$ cat src/rtl/pic_prio_sched.sv
// PIC priority resolver: holds IRR/ISR, picks the winning level under fixed/rotating priority
// and runs the two-pulse INTA handshake. Build macro SPECIAL_MASK_EN adds the smm input.
module pic_prio_sched #(
  parameter int unsigned NLVL     = 8,
  parameter int unsigned SPUR_LVL = 7
) (
  input  logic            clk,
  input  logic            reset,
  input  logic [NLVL-1:0] ir,
  input  logic [NLVL-1:0] imr,
  input  logic            ltim,
  input  logic            aeoi,
  input  logic            rot_aeoi,
  input  logic            eoi_cmd,
  input  logic            eoi_spec,
  input  logic            eoi_rot,
  input  logic [2:0]      eoi_level,
  input  logic            set_prio,
  input  logic            inta_n,
  input  logic [4:0]      vec_base,
`ifdef SPECIAL_MASK_EN
  input  logic            smm,
`endif
  output logic            int_o,
  output logic [7:0]      vec_o,
  output logic            vec_valid,
  output logic [NLVL-1:0] isr_o,
  output logic [NLVL-1:0] irr_o,
  output logic [2:0]      bottom_o
);
  localparam int unsigned LW = 3;

  typedef enum logic [1:0] {IDLE, REQ, ACK1, ACK2} state_t;

  // Highest-priority set bit of v, scanning upward from bottom+1; returns {found, level}.
  function automatic logic [LW:0] pick(input logic [NLVL-1:0] v, input logic [LW-1:0] bot);
    logic [LW:0]   res;
    logic [LW-1:0] l;
    res = '0;
    for (int unsigned k = 0; k < NLVL; k++) begin
      l = bot + LW'(k + 1);
      if (!res[LW] && v[l]) res = {1'b1, l};
    end
    return res;
  endfunction

  // Distance from the top of the priority order; 0 is highest.
  function automatic logic [LW-1:0] rank(input logic [LW-1:0] lvl, input logic [LW-1:0] bot);
    return lvl - bot - LW'(1);
  endfunction

  state_t          r_state, w_state_nx;
  logic [NLVL-1:0] r_irr, r_isr, r_ir_q;
  logic [NLVL-1:0] w_irr_nx, w_isr_nx, w_isr_vis, w_set, w_clr, w_aeoi_clr;
  logic [LW-1:0]   r_bottom, r_lvl, w_bottom_nx, w_eoi_lvl;
  logic [LW:0]     w_cand, w_top, w_ns;
  logic [7:0]      r_vec;
  logic            r_spur, r_inta_q, r_vec_valid, w_vv_nx;
  logic            w_fall, w_rise, w_int, w_commit, w_vec_load, w_ack_done, w_aeoi_do, w_eoi_hit;

`ifdef SPECIAL_MASK_EN
  assign w_isr_vis = smm ? (r_isr & ~imr) : r_isr;
`else
  assign w_isr_vis = r_isr;
`endif

  assign w_cand    = pick(r_irr & ~imr, r_bottom);
  assign w_top     = pick(w_isr_vis, r_bottom);
  assign w_fall    = r_inta_q & ~inta_n;
  assign w_rise    = ~r_inta_q & inta_n;
  assign w_int     = ((r_state == IDLE) || (r_state == REQ)) && w_cand[LW] &&
                     (!w_top[LW] || (rank(w_cand[LW-1:0], r_bottom) < rank(w_top[LW-1:0], r_bottom)));
  assign w_aeoi_do = w_ack_done & aeoi & ~r_spur;

  // Handshake sequencing
  always_comb begin
    w_state_nx = r_state;
    w_commit   = 1'b0;
    w_vec_load = 1'b0;
    w_ack_done = 1'b0;
    w_vv_nx    = r_vec_valid;
    case (r_state)
      IDLE: if (w_int) w_state_nx = REQ;
      REQ: begin
        if (w_fall) begin
          w_state_nx = ACK1;
          w_commit   = 1'b1;
        end else if (!w_int) begin
          w_state_nx = IDLE;
        end
      end
      ACK1: begin
        if (w_fall) begin
          w_state_nx = ACK2;
          w_vec_load = 1'b1;
          w_vv_nx    = 1'b1;
        end
      end
      ACK2: begin
        if (w_rise) begin
          w_state_nx = IDLE;
          w_vv_nx    = 1'b0;
          w_ack_done = 1'b1;
        end
      end
      default: w_state_nx = IDLE;
    endcase
  end

  // ISR/IRR/bottom updates; a commit set beats any clear on the same bit
  always_comb begin
    w_set       = '0;
    w_aeoi_clr  = '0;
    w_eoi_hit   = 1'b0;
    w_eoi_lvl   = eoi_level;
    w_bottom_nx = r_bottom;
    if (w_commit && w_cand[LW]) w_set = NLVL'(1) << w_cand[LW-1:0];
    if (w_aeoi_do) w_aeoi_clr = NLVL'(1) << r_lvl;
    w_ns = pick(w_isr_vis & ~w_aeoi_clr, r_bottom);
    if (eoi_cmd) begin
      if (eoi_spec) begin
        w_eoi_hit = 1'b1;
      end else if (w_ns[LW]) begin
        w_eoi_hit = 1'b1;
        w_eoi_lvl = w_ns[LW-1:0];
      end
    end
    w_clr = w_aeoi_clr;
    if (w_eoi_hit) w_clr = w_clr | (NLVL'(1) << w_eoi_lvl);
    if (w_eoi_hit && eoi_rot)      w_bottom_nx = w_eoi_lvl;
    else if (set_prio && !eoi_cmd) w_bottom_nx = eoi_level;
    else if (w_aeoi_do && rot_aeoi) w_bottom_nx = r_lvl;
    w_isr_nx = (r_isr & ~w_clr) | w_set;
    w_irr_nx = ltim ? (ir & ~w_set) : ((r_irr & ~w_set) | (ir & ~r_ir_q));
  end

  always_ff @(posedge clk) begin
    if (reset) begin
      r_state     <= IDLE;
      r_irr       <= '0;
      r_isr       <= '0;
      r_bottom    <= LW'(NLVL - 1);
      r_vec       <= '0;
      r_vec_valid <= 1'b0;
      r_ir_q      <= '0;
      r_inta_q    <= 1'b1;
      r_lvl       <= '0;
      r_spur      <= 1'b0;
    end else begin
      r_state     <= w_state_nx;
      r_irr       <= w_irr_nx;
      r_isr       <= w_isr_nx;
      r_bottom    <= w_bottom_nx;
      r_vec_valid <= w_vv_nx;
      r_ir_q      <= ir;
      r_inta_q    <= inta_n;
      if (w_commit) begin
        r_lvl  <= w_cand[LW] ? w_cand[LW-1:0] : LW'(SPUR_LVL);
        r_spur <= ~w_cand[LW];
      end
      if (w_vec_load) r_vec <= {vec_base, r_lvl};
    end
  end

  assign int_o     = w_int;
  assign vec_o     = r_vec;
  assign vec_valid = r_vec_valid;
  assign isr_o     = r_isr;
  assign irr_o     = r_irr;
  assign bottom_o  = r_bottom;

endmodule
$ cat config.mk
export PLATFORM = sky130hd
export DESIGN_NAME = pic_prio_sched
export DESIGN_NICKNAME = d
export VERILOG_FILES = /design/src/rtl/pic_prio_sched.sv
export SDC_FILE = /design/constraint.sdc
export NUM_CORES = 1
export LEC_CHECK = 0
export BUFFER_PORTS_ARGS = -buffer_cell sky130_fd_sc_hd__buf_2
export CAP_MARGIN = 20
export CORE_UTILIZATION = 35
export DETAILED_ROUTE_END_ITERATION = 8
export SLEW_MARGIN = 20
export SYNTH_ARGS = -nofsm -noshare
export SYNTH_HDL_FRONTEND = slang
export SYNTH_SLANG_ARGS = --single-unit
$ cat constraint.sdc
create_clock -name clk -period 5.3 [get_ports clk]
set_clock_uncertainty 0.1 [all_clocks]
set_input_delay 1.06 -clock clk [delete_from_list [all_inputs] [get_ports clk]]
set_output_delay 1.06 -clock clk [all_outputs]
set_load 0.01 [all_outputs]
**Yosys cells after proc, flatten, opt, wreduce, memory -nomap -nowiden**

Index checks and enable logic that the tools add are counted.

- Word-level logic and storage cells: 219
- Input port bits: 34
- Flip-flop bits (word level): 43

- Add/sub/neg operators: 11
- Order comparisons: 9
- Reduce and logical (&&, ||, !) cells: 57
- Equality and inequality tests: 7
- Mux-type cells: 100
- Bitwise logic cells: 22
- Shifts and indexed selects: 3

Operators by type and width:

| operator | number |
|---|---|
| 2-to-1 mux 4 bit | 24 |
| binary-select mux 1 bit (select 3 bit) | 24 |
| AND 8 bit | 6 |
| NOT 8 bit | 5 |
| 2-to-1 mux 1 bit | 34 |
| less-than comparator 3 x 4 -> 1 bit, second input constant | 8 |
| 2-to-1 mux 8 bit | 4 |
| logical AND 1 bit | 27 |
| bitwise OR 8 bit | 3 |
| left shift 1 x 3 -> 8 bit, first input constant | 3 |
| logical NOT 1 bit | 23 |
| 2-to-1 mux 3 bit | 7 |
| adder 3 bit, second input constant | 4 |
| 2-to-1 mux 2 bit | 5 |
| case mux 2 bit (4 select lines) | 1 |
| adder 3 x 2 -> 3 bit, second input constant | 2 |
| inequality test 2 bit, second input constant | 3 |
| subtractor 3 x 1 -> 3 bit, second input constant | 2 |
| subtractor 3 bit | 2 |
| AND 1 bit | 4 |
| == test 2 bit, second input constant | 2 |
| NOT 1 bit | 4 |
| AND reduction 4 bit | 1 |
| adder 3 x 1 -> 3 bit, second input constant | 1 |
| 9 further kinds | 10 |

**Longest topological paths before layout**

- Depth after elaboration: 42
- Depth in mapped cells: 25
- Depth with buffers taken out: 20

**Least setup slack after synthesis**

No wires, ideal clock.

- Path kind: reg2out
- Start: reg r_bottom[1] (netlist: bottom_o[1])
- End: out int_o
- Stages on the path, launching flop included: 20
- Data arrival time: 4623 ps
- Data required time: 4140 ps
- Path buffers: 3
- Path slack: -483 ps
- Path through: dfxtp_1 -> buf_2 -> inv_1 -> buf_2 -> ha_1 -> clkbuf_1 -> inv_2 -> mux4_2 -> o211ai_1 -> nor2_1 -> and4b_1 -> a311oi_2 -> inv_1 -> ha_1 -> fa_1 -> ha_1 -> a21o_1 -> a21oi_1 -> a31oi_1 -> nor3_2

- Cells in the longest elaborated chain, start to end: 30

RTL lines:

| item | line | RTL |
|---|---|---|
| start: declaration | 55 | `logic [LW-1:0] r_bottom, r_lvl, w_bottom_nx, w_eoi_lvl;` |
| start signal: assignment | 142 | `r_bottom <= LW'(NLVL - 1);` |
| start signal: assignment | 153 | `r_bottom <= w_bottom_nx;` |
| adder 3 x 1 -> 3 bit | 41 | `l = bot + LW'(k + 1);` |
| binary-select mux 1 bit (select 3 bit) | 42 | `if (!res[LW] && v[l]) res = {1'b1, l};` |
| 2-to-1 mux 1 bit (not written as such) | 42 |  |
| 2-to-1 mux 4 bit | 42 |  |
| logical NOT 1 bit | 42 |  |
| logical AND 1 bit | 42 |  |
| 2-to-1 mux 4 bit | 42 |  |
| logical NOT 1 bit | 42 |  |
| [14 not listed] | n/a |  |
| logical NOT 1 bit | 42 |  |
| logical AND 1 bit | 42 |  |
| 2-to-1 mux 4 bit | 42 |  |
| subtractor 3 bit | 49 | `return lvl - bot - LW'(1);` |
| subtractor 3 x 1 -> 3 bit | 49 |  |
| less-than comparator 3 bit | 72 | `(!w_top[LW] \|\| (rank(w_cand[LW-1:0], r_bottom) < rank(w_top[LW-1:0], r_bottom)));` |
| logical OR 1 bit | 72 |  |
| logical AND 1 bit (*) | 71 | `assign w_int = ((r_state == IDLE) \|\| (r_state == REQ)) && w_cand[LW] &&` |
| end: declaration | 24 | `output logic int_o,` |

Every way passes the cells marked *; elsewhere a longest branch is shown, timed or not. The select of a mux whose other input is x is not followed.

**Worst setup path in the final report**

- Start: in imr[1]
- End: out int_o

- Cells in the longest elaborated chain, start to end: 31

RTL lines:

| item | line | RTL |
|---|---|---|
| start: declaration | 10 | `input logic [NLVL-1:0] imr,` |
| NOT 8 bit (*) | 67 | `assign w_cand = pick(r_irr & ~imr, r_bottom);` |
| AND 8 bit (*) | 67 |  |
| binary-select mux 1 bit (select 3 bit) | 42 |  |
| 2-to-1 mux 1 bit (not written as such) | 42 |  |
| 2-to-1 mux 4 bit | 42 |  |
| logical NOT 1 bit | 42 |  |
| logical AND 1 bit | 42 |  |
| 2-to-1 mux 4 bit | 42 |  |
| [15 not listed] | n/a |  |
| logical NOT 1 bit | 42 |  |
| logical AND 1 bit | 42 |  |
| 2-to-1 mux 4 bit (*) | 42 |  |
| subtractor 3 bit | 49 |  |
| subtractor 3 x 1 -> 3 bit | 49 |  |
| less-than comparator 3 bit | 72 |  |
| logical OR 1 bit | 72 |  |
| logical AND 1 bit (*) | 71 |  |

Marks and branches as above.

==> metrics.cfg <==
[worst_setup_path]
worstPathArrival_ns = 4.67
timing.reg2reg.setup_slack_ns = 0.82
cp_common_cell = sky130_fd_sc_hd__buf_2
crit-reg2reg-capture = r_state[0]$_SDFFE_PP0P_
timing_worst_setup_path_type = input pin to output port
worst-path-max-fanout = 3
crit_path_start_kind = input pin
max_stage_delay_ns = 0.46
critical_path.reg2reg.startpoint = bottom_o[0]$_SDFFE_PP1P_
timing.critical_path.slowest_stage_cell = sky130_fd_sc_hd__fa_1
timing.reg2reg.worst_path_depth = 20
setup.worst_path.end_class = output port
crit_path_cell_trace = buf_2 > nand2b_1 > o21ai_0 > mux4_2 > buf_4 > nor2_1 > o21bai_1 > nand2_1 > a311oi_4 > inv_1 > ha_2 > fa_1 > ha_1 > a21o_1 > a21oi_1 > a31oi_1 > nor3_2 > buf_2
worst_ep_required_time_ns = 4.14

[clock_network]
clock_sink_count = 43
clock_tree.root_cell = sky130_fd_sc_hd__clkbuf_16
cts-buffers-inserted = 5
tritoncts = done
worstSkewPairLatency_ns = 0.28
clk_path_buf_depth = 2
cts.reportedPaths.clkPinSlew_ns = 0.06
post-cts-setup-buffer-count = 0
htree_num_levels = 2

[drt]
drt_wl_total_um = 15140
wl_met2_um = 7022
highest_routed_layer = met4
antenna_left = 0
routed-via-count = 4959
initialDrtViolationCount = 373
detailroute.wirelength.met3_um = 1130
firstDrtPassIters = 5
wirelength_met1_um = 6531
drt-vias-per-instance = 5.904
avgRoutedWirePerCell_um = 18.03
remaining_drc_errors = 0

[synth]
synth.yosys.seq_area_share = 0.1845
synth_area_per_cell_um2 = 8.344
synth.distinct_cells = 83
synth-seq-cells = 43
ys.flop_type = sky130_fd_sc_hd__dfxtp_1
synth_top_cell_by_area = sky130_fd_sc_hd__dfxtp_1
share_of_async_settable_or_async_resettable_flops_after_synthesis = 0
synth_area_leaders = sky130_fd_sc_hd__dfxtp_1 18%, sky130_fd_sc_hd__mux4_2 11%, sky130_fd_sc_hd__mux2i_1 7.5%
synthesis.area_um2 = 4664
synth.net_count = 601
number_of_flops_mapped_to_enable_cells_by_yosys = 0
synth.cells.most_frequent = 66 x sky130_fd_sc_hd__nand2_1, 57 x sky130_fd_sc_hd__nor2_1, 43 x sky130_fd_sc_hd__dfxtp_1
synth_cells = 559
synth_warnings = 0
yosys.area.top_type_share = 0.1845
synth_most_common_cell = sky130_fd_sc_hd__nand2_1

[run_status]
violations = negative setup slack
outcome = complete, but fails checks

[power]
vdd.ir_drop.worst_v = 0.0002722
p_leak_uw = 0.002389
power.density_cell_area_nw_per_um2 = 283.7

[place]
portBuffers = 62
hpwl_um = 11840
dp_slack_ns = -0.6458
gp_congestion = 0.9101

[grt]
grt_use_total = 0.2181
grt_pass1_vias = 4745
number_of_antenna_violations_at_the_first_check_in_global_routing = 0
pin_count_of_the_biggest_net_entering_global_routing = 45
grt.overflow.total = 0
grt_pass1_wl_um = 24510

[layout]
num-fill-cells = 1283
share_of_layout_cells_above_drive_strength_1 = 0.3174
antenna-diode-count = 0
layout-area-overhead-vs-synth_pct = 24.41
final_nets = 709

[timing]
hold_violations = 0
worst_slack_ns = -0.5324
worst_hold_slack_ns = 0.3208
rsz0062_at_grt = true
max_freq_mhz = 171.5
timing.final.setup_violations = 1
post-route-period-util = 1.100
timing.max_slew.rel_slack = 0.4576
layout_min_cycle_time_ns = 5.832
tightestPinTransition_ns = 0.8136
final-max-slew-violation-count = 0

[die]
floorplan.initialDensity = 0.3637
coreArea_um2 = 12820
site_row_count = 41
design.die.area_um2 = 13790
design.portCount = 63
die_h_um = 117.4
die-width_um = 117.4

[hold_path]
hold_path_end = irr_o[5]$_SDFF_PP0_
worst_hold_path.num_cells = 1
worstHoldPathType = flop to flop
hold_path.startpoint = r_ir_q[5]$_SDFF_PP0_

[run]
max_cap_viols = 0

## critical path, delay by kind of cell
family | cells | cell delay (ns)
AO/OA/AOI/OAI | 6 | 1.30
adder cells (fa/ha/maj) | 3 | 0.95
AND/OR/NAND/NOR | 4 | 0.52
buffers and inverters | 4 | 0.47
multiplexers | 1 | 0.36
## repair_timing
item | CTS | global route
hold buffers | 0 | 0
gates resized for setup | 5 | 0
pin swaps | 4 | 0
setup endpoints to repair | 1 | 1
## cell families (layout without fill, tap and decap cells)
group,after synthesis,count (layout),share of synthesized area
AOI/OAI and AO/OA,166,166,0.2623
xor gates and xnor gates,7,7,0.01314
adders and majority gates,8,8,0.02468
buffers and inverters,49,158,0.05070
DFF,43,43,0.1846
muxes,67,67,0.2224
and+or+nand+nor,219,219,0.2422
## cell type report
cell class | count | area [um2] | share of cell area
inverters | 15 | 58.81 | 0.01013
well taps | 172 | 215.2 | 0.03708
flip-flops and latches | 43 | 863.3 | 0.1488
clock buffers | 6 | 138.9 | 0.02393
multi-input cells | 467 | 3617 | 0.6233
repair buffers | 135 | 870.8 | 0.1501
clock inverters | 2 | 38.79 | 0.006684
## registers in the layout, indices dropped and copies added, names as in the netlist, 3 cells and up, named ones only
| register | cells |
|---|---|
| r_lvl | 3 |
| irr_o | 8 |
| r_ir_q | 8 |
| bottom_o | 3 |
| isr_o | 8 |
| vec_o | 8 |
## worst max path at each step
| stage | from | end | slack [ns] | depth (start not counted) |
|---|---|---|---|---|
| global placement | imr[5] | int_o | -0.52 | 17 |
| global route | imr[3] | int_o | -0.74 | 17 |
| detailed placement | imr[5] | int_o | -0.65 | 17 |
| CTS | imr[6] | int_o | -0.46 | 17 |
| floorplan | imr[6] | int_o | -0.30 | 15 |
| finish | imr[1] | int_o | -0.53 | 18 |
## stage by stage
stage                     power [uW]  cells  instance area (um2)    util  setup TNS, ns
after global placement          1256    832                 5607  0.4372        -0.5154
after global routing            1749    840                 5803  0.4525        -0.7368
after CTS                       1643    840                 5803  0.4525        -0.4559
after floorplan                983.4    559                 4710       -        -0.2969
after detailed placement        1270    832                 5607  0.4372        -0.6458
final                           1646    840                 5803  0.4525        -0.5324
## where the power goes
part / internal, uW / switching, uW
Combinational: 393 / 486
Sequential: 354 / 50.4
Clock: 237 / 126
## layout by cell type, fill, tap and decap left out, types with 16 or more instances in the layout
master                     count
sky130_fd_sc_hd__buf_4        72
sky130_fd_sc_hd__nand2_1      66
sky130_fd_sc_hd__buf_2        62
sky130_fd_sc_hd__nor2_1       56
sky130_fd_sc_hd__dfxtp_1      41
sky130_fd_sc_hd__mux2i_1      35
sky130_fd_sc_hd__a21oi_1      32
sky130_fd_sc_hd__o21ai_0      26
sky130_fd_sc_hd__mux4_2       22
sky130_fd_sc_hd__nand2b_1     16
## routing by layer
metal / global-route usage / vias up
met3: 0.02870 / 37
met2: 0.3550 / 212
li1: - / 2357
met5: 0 / -
met4: 0.07630 / 0
met1: 0.2946 / 2353
Power figures use the tool's default switching activity.
